==> config.mk <==
export PLATFORM = sky130hd
export DESIGN_NAME = adc_frame_aligner
export DESIGN_NICKNAME = d
export VERILOG_FILES = /design/src/rtl/adc_frame_aligner.sv
export SDC_FILE = /design/constraint.sdc
export NUM_CORES = 1
export LEC_CHECK = 0
export ABC_AREA = 1
export CAP_MARGIN = 10
export CORE_ASPECT_RATIO = 0.7
export CORE_MARGIN = 2
export CORE_UTILIZATION = 45
export DETAILED_ROUTE_END_ITERATION = 6
export HOLD_SLACK_MARGIN = 0.05
export PLACE_DENSITY_LB_ADDON = 0.3
export SYNTH_ARGS = -nofsm -noshare
export SYNTH_HDL_FRONTEND = slang
export SYNTH_SLANG_ARGS = --single-unit
==> constraint.sdc <==
create_clock -name dco_clk -period 24.7 [get_ports dco_clk]
set_clock_uncertainty 0.1 [all_clocks]
set_input_delay 4.94 -clock dco_clk [delete_from_list [all_inputs] [get_ports dco_clk]]
set_output_delay 4.94 -clock dco_clk [all_outputs]
set_load 0.05 [all_outputs]
==> src/rtl/adc_frame_aligner.sv <==
// adc_frame_aligner
//   Reassembles LANES samples of BITS bits from per-lane DDR bit pairs and
//   finds the frame bit offset by hunting on the sampled FCO pattern.
//   All logic runs on the rising edge of dco_clk. Reset is asynchronous and
//   active-high.
//
// Ports
//   dco_clk      capture clock
//   rst          asynchronous active-high reset
//   bit_rise     per-lane bit captured on the rising edge (earlier bit)
//   bit_fall     per-lane bit captured on the falling edge (later bit)
//   fco_rise     FCO sampled on the rising edge
//   fco_fall     FCO sampled on the falling edge
//   stall        downstream full; frames completing while high are dropped
//   force_hunt   single-cycle pulse restarting alignment (slip kept)
//   sample_data  aligned samples, lane i at [i*BITS +: BITS], MSB first bit
//   sample_valid one-cycle pulse per emitted frame
//   frame_err    qualifies sample_valid: emitted while locked, FCO mismatched
//   aligned      high while in the LOCKED state
//   slip         current bit offset of the frame window
//   err_count    saturating count of locked-state FCO mismatches
//   drop_count   saturating count of frames dropped because of stall
//
// Build option
//   ADC_FRAME_ALIGNER_STATS_EN  when defined, err_count/drop_count count;
//                               otherwise both are tied to zero and the
//                               counter registers do not exist.

module adc_frame_aligner #(
  parameter int LANES      = 8,
  parameter int BITS       = 16,
  parameter int LOCK_COUNT = 4,
  parameter int LOSS_COUNT = 3,
  parameter int CNT_W      = 16
) (
  input  logic                     dco_clk,
  input  logic                     rst,
  input  logic [LANES-1:0]         bit_rise,
  input  logic [LANES-1:0]         bit_fall,
  input  logic                     fco_rise,
  input  logic                     fco_fall,
  input  logic                     stall,
  input  logic                     force_hunt,
  output logic [LANES*BITS-1:0]    sample_data,
  output logic                     sample_valid,
  output logic                     frame_err,
  output logic                     aligned,
  output logic [$clog2(BITS)-1:0]  slip,
  output logic [CNT_W-1:0]         err_count,
  output logic [CNT_W-1:0]         drop_count
);

  localparam int HIST_W = 2 * BITS;
  localparam int SLIP_W = $clog2(BITS);
  localparam int CYC_W  = $clog2(BITS / 2);
  localparam int GOOD_W = $clog2(LOCK_COUNT + 1);
  localparam int MISS_W = $clog2(LOSS_COUNT + 1);

  localparam logic [CYC_W-1:0]  CYC_LAST    = CYC_W'(BITS / 2 - 1);
  localparam logic [SLIP_W-1:0] SLIP_LAST   = SLIP_W'(BITS - 1);
  localparam logic [BITS-1:0]   FCO_PATTERN = {{(BITS/2){1'b1}}, {(BITS/2){1'b0}}};

  typedef enum logic [1:0] {
    ST_HUNT   = 2'd0,
    ST_VERIFY = 2'd1,
    ST_LOCKED = 2'd2
  } state_t;

  state_t                  state_q, state_d;
  logic [SLIP_W-1:0]       slip_q, slip_d;
  logic [GOOD_W-1:0]       good_q, good_d;
  logic [MISS_W-1:0]       miss_q, miss_d;
  logic [CYC_W-1:0]        cyc_q, cyc_d;
  logic [HIST_W-1:0]       fco_hist_q, fco_hist_d;
  logic [HIST_W-1:0]       lane_hist_q [LANES];
  logic [HIST_W-1:0]       lane_hist_d [LANES];
  logic [LANES*BITS-1:0]   sample_data_q, sample_data_d;
  logic                    sample_valid_q, sample_valid_d;
  logic                    frame_err_q, frame_err_d;
  logic                    aligned_q, aligned_d;

  logic                    boundary_s;
  logic [BITS-1:0]         fco_window_s;
  logic                    fco_match_s;
  logic [LANES*BITS-1:0]   lane_window_s;
  logic [SLIP_W-1:0]       slip_next_s;
  logic                    err_inc_s;
  logic                    drop_inc_s;
  logic                    unused_hist_s;

  // Shift two bits per cycle into every history (rise is older) and step the frame counter.
  always_comb begin
    fco_hist_d = {fco_hist_q[HIST_W-3:0], fco_rise, fco_fall};
    for (int i = 0; i < LANES; i++) begin
      lane_hist_d[i] = {lane_hist_q[i][HIST_W-3:0], bit_rise[i], bit_fall[i]};
    end
    boundary_s = (cyc_q == CYC_LAST);
    if (boundary_s) begin
      cyc_d = {CYC_W{1'b0}};
    end else begin
      cyc_d = cyc_q + CYC_W'(1);
    end
  end

  // Extract the BITS-wide windows at offset slip from the newest bit, including this cycle's pair.
  always_comb begin
    fco_window_s = fco_hist_d[slip_q +: BITS];
    fco_match_s  = (fco_window_s == FCO_PATTERN);
    lane_window_s = {(LANES*BITS){1'b0}};
    for (int i = 0; i < LANES; i++) begin
      lane_window_s[i*BITS +: BITS] = lane_hist_d[i][slip_q +: BITS];
    end
    if (slip_q == SLIP_LAST) begin
      slip_next_s = {SLIP_W{1'b0}};
    end else begin
      slip_next_s = slip_q + SLIP_W'(1);
    end
  end

  // The two oldest history bits only exist to give the full depth; nothing reads them.
  always_comb begin
    unused_hist_s = fco_hist_q[HIST_W-1] ^ fco_hist_q[HIST_W-2];
    for (int i = 0; i < LANES; i++) begin
      unused_hist_s = unused_hist_s ^ lane_hist_q[i][HIST_W-1] ^ lane_hist_q[i][HIST_W-2];
    end
  end

  // Alignment FSM: decisions only at frame boundaries, force_hunt overrides the decision.
  always_comb begin
    state_d   = state_q;
    slip_d    = slip_q;
    good_d    = good_q;
    miss_d    = miss_q;
    err_inc_s = 1'b0;
    if (boundary_s) begin
      case (state_q)
        ST_HUNT: begin
          if (fco_match_s) begin
            if (LOCK_COUNT == 1) begin
              state_d = ST_LOCKED;
              miss_d  = {MISS_W{1'b0}};
            end else begin
              state_d = ST_VERIFY;
              good_d  = GOOD_W'(1);
            end
          end else begin
            slip_d = slip_next_s;
          end
        end
        ST_VERIFY: begin
          if (fco_match_s) begin
            good_d = good_q + GOOD_W'(1);
            if ((int'(good_q) + 1) >= LOCK_COUNT) begin
              state_d = ST_LOCKED;
              miss_d  = {MISS_W{1'b0}};
            end else begin
              state_d = ST_VERIFY;
            end
          end else begin
            state_d = ST_HUNT;
            good_d  = {GOOD_W{1'b0}};
            slip_d  = slip_next_s;
          end
        end
        ST_LOCKED: begin
          if (fco_match_s) begin
            miss_d = {MISS_W{1'b0}};
          end else begin
            err_inc_s = 1'b1;
            if ((int'(miss_q) + 1) >= LOSS_COUNT) begin
              // Lock lost: hunting resumes from the current offset.
              state_d = ST_HUNT;
              miss_d  = {MISS_W{1'b0}};
              good_d  = {GOOD_W{1'b0}};
            end else begin
              miss_d = miss_q + MISS_W'(1);
            end
          end
        end
        default: begin
          state_d = ST_HUNT;
          good_d  = {GOOD_W{1'b0}};
          miss_d  = {MISS_W{1'b0}};
        end
      endcase
    end else begin
      state_d = state_q;
    end
    if (force_hunt) begin
      state_d = ST_HUNT;
      good_d  = {GOOD_W{1'b0}};
      miss_d  = {MISS_W{1'b0}};
      slip_d  = slip_q;
    end else begin
      slip_d = slip_d;
    end
  end

  // Frame emission from the pre-update state; a stalled locked boundary is dropped instead.
  always_comb begin
    sample_data_d  = sample_data_q;
    frame_err_d    = frame_err_q;
    sample_valid_d = 1'b0;
    drop_inc_s     = 1'b0;
    if (boundary_s && (state_q == ST_LOCKED)) begin
      if (stall) begin
        drop_inc_s = 1'b1;
      end else begin
        sample_data_d  = lane_window_s;
        frame_err_d    = ~fco_match_s;
        sample_valid_d = 1'b1;
      end
    end else begin
      sample_valid_d = 1'b0;
    end
    aligned_d = (state_d == ST_LOCKED);
  end

  // State, history and output registers.
  always_ff @(posedge dco_clk or posedge rst) begin
    if (rst) begin
      state_q        <= ST_HUNT;
      slip_q         <= {SLIP_W{1'b0}};
      good_q         <= {GOOD_W{1'b0}};
      miss_q         <= {MISS_W{1'b0}};
      cyc_q          <= {CYC_W{1'b0}};
      fco_hist_q     <= {HIST_W{1'b0}};
      for (int i = 0; i < LANES; i++) begin
        lane_hist_q[i] <= {HIST_W{1'b0}};
      end
      sample_data_q  <= {(LANES*BITS){1'b0}};
      sample_valid_q <= 1'b0;
      frame_err_q    <= 1'b0;
      aligned_q      <= 1'b0;
    end else begin
      state_q        <= state_d;
      slip_q         <= slip_d;
      good_q         <= good_d;
      miss_q         <= miss_d;
      cyc_q          <= cyc_d;
      fco_hist_q     <= fco_hist_d;
      for (int i = 0; i < LANES; i++) begin
        lane_hist_q[i] <= lane_hist_d[i];
      end
      sample_data_q  <= sample_data_d;
      sample_valid_q <= sample_valid_d;
      frame_err_q    <= frame_err_d;
      aligned_q      <= aligned_d;
    end
  end

  assign sample_data  = sample_data_q;
  assign sample_valid = sample_valid_q;
  assign frame_err    = frame_err_q;
  assign aligned      = aligned_q;
  assign slip         = slip_q;

`ifdef ADC_FRAME_ALIGNER_STATS_EN
  logic [CNT_W-1:0] err_count_q, err_count_d;
  logic [CNT_W-1:0] drop_count_q, drop_count_d;

  // Saturating statistics counters.
  always_comb begin
    err_count_d  = err_count_q;
    drop_count_d = drop_count_q;
    if (err_inc_s && (err_count_q != {CNT_W{1'b1}})) begin
      err_count_d = err_count_q + CNT_W'(1);
    end else begin
      err_count_d = err_count_q;
    end
    if (drop_inc_s && (drop_count_q != {CNT_W{1'b1}})) begin
      drop_count_d = drop_count_q + CNT_W'(1);
    end else begin
      drop_count_d = drop_count_q;
    end
  end

  // Counter registers, cleared only by rst.
  always_ff @(posedge dco_clk or posedge rst) begin
    if (rst) begin
      err_count_q  <= {CNT_W{1'b0}};
      drop_count_q <= {CNT_W{1'b0}};
    end else begin
      err_count_q  <= err_count_d;
      drop_count_q <= drop_count_d;
    end
  end

  assign err_count  = err_count_q;
  assign drop_count = drop_count_q;
`else
  logic unused_stats_s;
  assign unused_stats_s = err_inc_s ^ drop_inc_s;
  assign err_count      = {CNT_W{1'b0}};
  assign drop_count     = {CNT_W{1'b0}};
`endif

endmodule

### Word-level counts from Yosys, hierarchy flattened

Cells that the tools add are included.

* add/subtract/negate cells: 6
* $lt $le $gt $ge: 2
* equal/unequal tests: 12
* shift operators: 9
* mux-type cells: 26
* bitwise gates (word level): 3
* reduce and logical (&&, ||, !) cells: 8

Operator list (number)
* 32-bit by 5-bit variable part select with 16-bit output: 9
* 2-bit 2-to-1 mux: 13
* 3-bit 2-to-1 mux: 7
* 16-bit equality test (second input constant): 1
* 3-bit inequality test (second input constant): 5
* 2-bit one-hot mux with 3 select lines: 2
* 4-bit AND reduction: 3
* 3-bit one-hot mux with 3 select lines: 1
* 3-bit by 1-bit adder with 3-bit output (second input constant): 2
* 3-bit by 1-bit adder with 4-bit output (second input constant): 1
* 4-bit by 1-bit adder with 4-bit output (second input constant): 1
* 2-bit equality test (second input constant): 2
* 4-bit equality test (second input constant): 1
* 4-bit by 3-bit greater-or-equal comparator with 1-bit output (second input constant): 1
* 4-bit 2-to-1 mux: 1
* 2-bit by 1-bit adder with 3-bit output (second input constant): 1
* 3-bit equality test (second input constant): 1
* 3-bit by 2-bit greater-or-equal comparator with 1-bit output (second input constant): 1
* 1-bit NOT: 3
* 2-bit by 1-bit adder with 2-bit output (second input constant): 1
* 2-bit by 1-bit equality test with 1-bit output (second input constant): 1
* 2-bit zero test: 1
* 1-bit 2-to-1 mux: 2
* 2-bit inequality test (second input constant): 1
* other kinds (4): 4

* register bits: 415
* input bits: 22
* output and inout bits: 167
* word-level logic and storage cells: 84

### Logic depth before layout (Yosys ltp)

* word-level depth: 8
* depth in mapped cells: 19
* depth with buffers taken out: 18

### Worst setup path after synthesis

OpenSTA, ideal clock, no wires.

* path type: input to register
* from: input port stall
* to: register sample_data_q[110], in the netlist sample_data[110]
* library setup time: 139 ps
* arrival time: 6033 ps
* setup slack: 18429 ps
* cell stages on the path: 5
* path buffers: 1
* cell sequence: nor3_2 > inv_2 > clkbuf_1 > a2111oi_0 > a21oi_1

* longest elaborated chain between the ends: 2

Ends and longest elaborated chain
* from (decl): RTL line 42 `input logic stall,`
* 1-bit NOT (no source line)
* 2-bit AND reduction (no source line)
* to (signal assigned): RTL line 231 `sample_data_q <= {(LANES*BITS){1'b0}};`
* to (signal assigned): RTL line 245 `sample_data_q <= sample_data_d;`
* to (decl): RTL line 77 `logic [LANES*BITS-1:0] sample_data_q, sample_data_d;`

Every way passes these cells.
A chain may end at the register's enable or synchronous reset.

==> run metrics <==
met2 usage=0.401; PortBufs=156; routed len/inst=20.9 um; share of cells above drive strength 1=0.0476; pre-CTS setup slack=16.45 ns; worst ir drop on vdd=0.0000619 V; H-Tree Level Count=2; Static Leakage=11.3 nW; All-Layer GR Usage=0.296; gr busiest metal=met1; Ys Warns=0; slew margin rel.=0.271; area grow syn2layout=14.4%; Via density=5.73; Min-Delay Path Class=flip-flop to flip-flop; Initial DRT Pass Iterations=5; CP delay by family, top=buffers and inverters; met1 Use GR=0.450; slowest stage delay, CP=0.87 ns; final WL=71.3 mm; count of distinct cell types in the synthesized netlist=47; Post-CTS Hold Fix Bufs=0; antenna violations before repair=1; WHS=0.273 ns; vias in the first global route=17900; post-synthesis sequential area ratio=0.484; hold path cells=0; Max Buffers Root-to-Sink=3; Final period util=0.305; Fin. Hold Viols=0; Syn Area/Cell=7.68 sq um; min Tclk post-route=7.53 ns; path depth of the worst reg2reg path=9; maximum number of pins on one net before global-route repair=172; Fmax achieved=0.133 GHz; kind of critical path=input pin to asynchronous set/reset pin; Design Power=2.19 mW; CTS tree=done; Post-Route Setup TNS=0 ns; GP Congestion=0.959; CTS clock-pin slew for the worst setup and hold paths=0.06 ns; startpoint types=input pin; post-CTS setup buffer count=0; Rows=66; Crit path depth=4; Max Slew Vio Count=0; Residual DRC=0; post-synth top area cell=dfrtp_1; status=completed; area of the mapped netlist=0.0210 sq mm; WP buf/inv=4; post-route cell area=0.0240 sq mm; arrival time at the worst endpoint=7.87 ns; Max-Cap Viols=0; post-route insts no fill=3408; Clock Tree Root=clkbuf_16; Synth Register Bits=406; top cell type's share of synthesized area=0.484; M3 GR Usage=0.0832; DP HPWL=48.3 mm; DR vias=19500; Worst EP required=25.04 ns; Worst path slowest cell=buf_4; CP most frequent cell=buf_4; Die H=185 um; # IOs=189; largest cells by area after synthesis=dfrtp_1 (48%), nand2_1 (18%), o21ai_0 (7.8%); post-route ant nets=0; Die Area=0.0484 sq mm; dpl cells=3334; Gates resized, CTS repair=0; crit end category=asynchronous set/reset pin; Die X-Extent=262 um; synthesized instance count=2731; placed inst area=0.0226 sq mm; Starting Density=0.454; Worst Tran Pin Value=1.09 ns; Clk Latency, worst-skew pair=0.56 ns; RSZ-0062 raised after global routing=no; Layout Nets=2790; Util after Layout=0.519; PD cells=91.4 mW/mm^2; Finish-stage setup viols=0; critical path cell sequence=clkdlybuf4s50_1 -> inv_8 -> buf_4 -> buf_4; global route total overflow=0; first-pass GRT wire length=109 mm; Core ar.=0.0462 sq mm; CTS buffer count=40; clk sinks=406; critical path peak fanout=122; setup ws final=17.17 ns; initial DRC count=2605
==> placed cells by master (no fill, tap or decap), types with 37 or more instances in the layout <==
master / count
dfrtp_1: 402
o21ai_0: 326
a221oi_1: 37
nand3_1: 173
inv_1: 93
clkdlybuf4s50_1: 156
nand2_1: 1006
mux2i_1: 41
clkbuf_16: 41
nor2_1: 151
a21oi_1: 94
==> kinds of logic (layout without fill, tap and decap cells) <==
family	Yosys count	count (layout)	synth area share
multiplexers	41	41	0.0196
AND/OR/NAND/NOR	1367	1367	0.259
XOR/XNOR	3	3	0.00125
AO/OA/AOI/OAI	581	581	0.162
flip-flops	406	406	0.484
buffers and inverters	328	361	0.0711
adder cells (fa/ha/maj)	4	4	0.00239
other	1	33	0.000179
==> state kept, by name, summed over array words and instances (netlist names) <==
name,count
frame_err,1
sample_valid,1
state_q,2
aligned,1
cyc_q,3
miss_q,2
good_q,3
lane_hist_d,232
slip,4
fco_hist_q,29
sample_data,128
==> area by class of cell <==
type | count | area [sq um]
Sequential cell | 406 | 10200
Clock buffer | 55 | 1160
Antenna cell | 1 | 2.50
Fill cell | 4431 | 22300
Timing Repair Buffer | 185 | 1790
Inverter | 103 | 408
Tap cell | 612 | 766
Multi-Input combinational cell | 2028 | 9460
Clock inverter | 18 | 235
==> path summary, 6_finish.rpt <==
| path | endpoint | from | slack [ns] |
|---|---|---|---|
| setup / recovery | slip[0] | rst | 17.17 |
| hold / removal | lane_hist_d[40] | lane_hist_d[38] | 0.27 |
| setup reg to reg | sample_data[59] | slip[0] | 20.14 |
| hold reg to reg | lane_hist_d[40] | lane_hist_d[38] | 0.27 |
| max in group dco_clk | slip[1] | slip[1] | 17.22 |
| min in group asynchronous | lane_hist_d[99] | rst | 4.85 |
==> synth_stat cells, drive strengths merged <==
| cell | count |
|---|---|
| clkbuf | 94 |
| o2111ai | 6 |
| xor2 | 3 |
| o221a | 7 |
| nor3 | 13 |
| o311ai | 1 |
| o21a | 1 |
| a41oi | 5 |
| nor3b | 3 |
| o22ai | 7 |
| o221ai | 11 |
| and2 | 2 |
| mux2i | 41 |
| o21ai | 328 |
| buf | 131 |
| a31oi | 22 |
| inv | 102 |
| a2111oi | 11 |
| a21oi | 94 |
| a22oi | 1 |
| a211oi | 11 |
| o22a | 3 |
| clkinv | 1 |
| nand4 | 3 |
| nand3 | 174 |
| nand2 | 1010 |
| a311oi | 2 |
| a221oi | 37 |
| dfrtp | 406 |
| o211ai | 31 |
| nor2 | 159 |
| or2 | 3 |
| ha | 4 |
| conb | 1 |
| o31ai | 3 |
==> routing by layer <==
layer,part of all wire,routed length [um]
met3,0.11,8010
met1,0.46,32600
met4,0.036,2570
met2,0.39,28100
met5,0,0
==> power by group <==
group | leakage (nW) | internal, mW | total [mW] | switching [mW]
sequential | 4.88 | 0.696 | 0.739 | 0.0426
combinational | 5.76 | 0.189 | 0.797 | 0.608
clock | 0.686 | 0.383 | 0.656 | 0.274
total | 11.3 | 1.27 | 2.19 | 0.924
(Power assumes the default switching activity.)
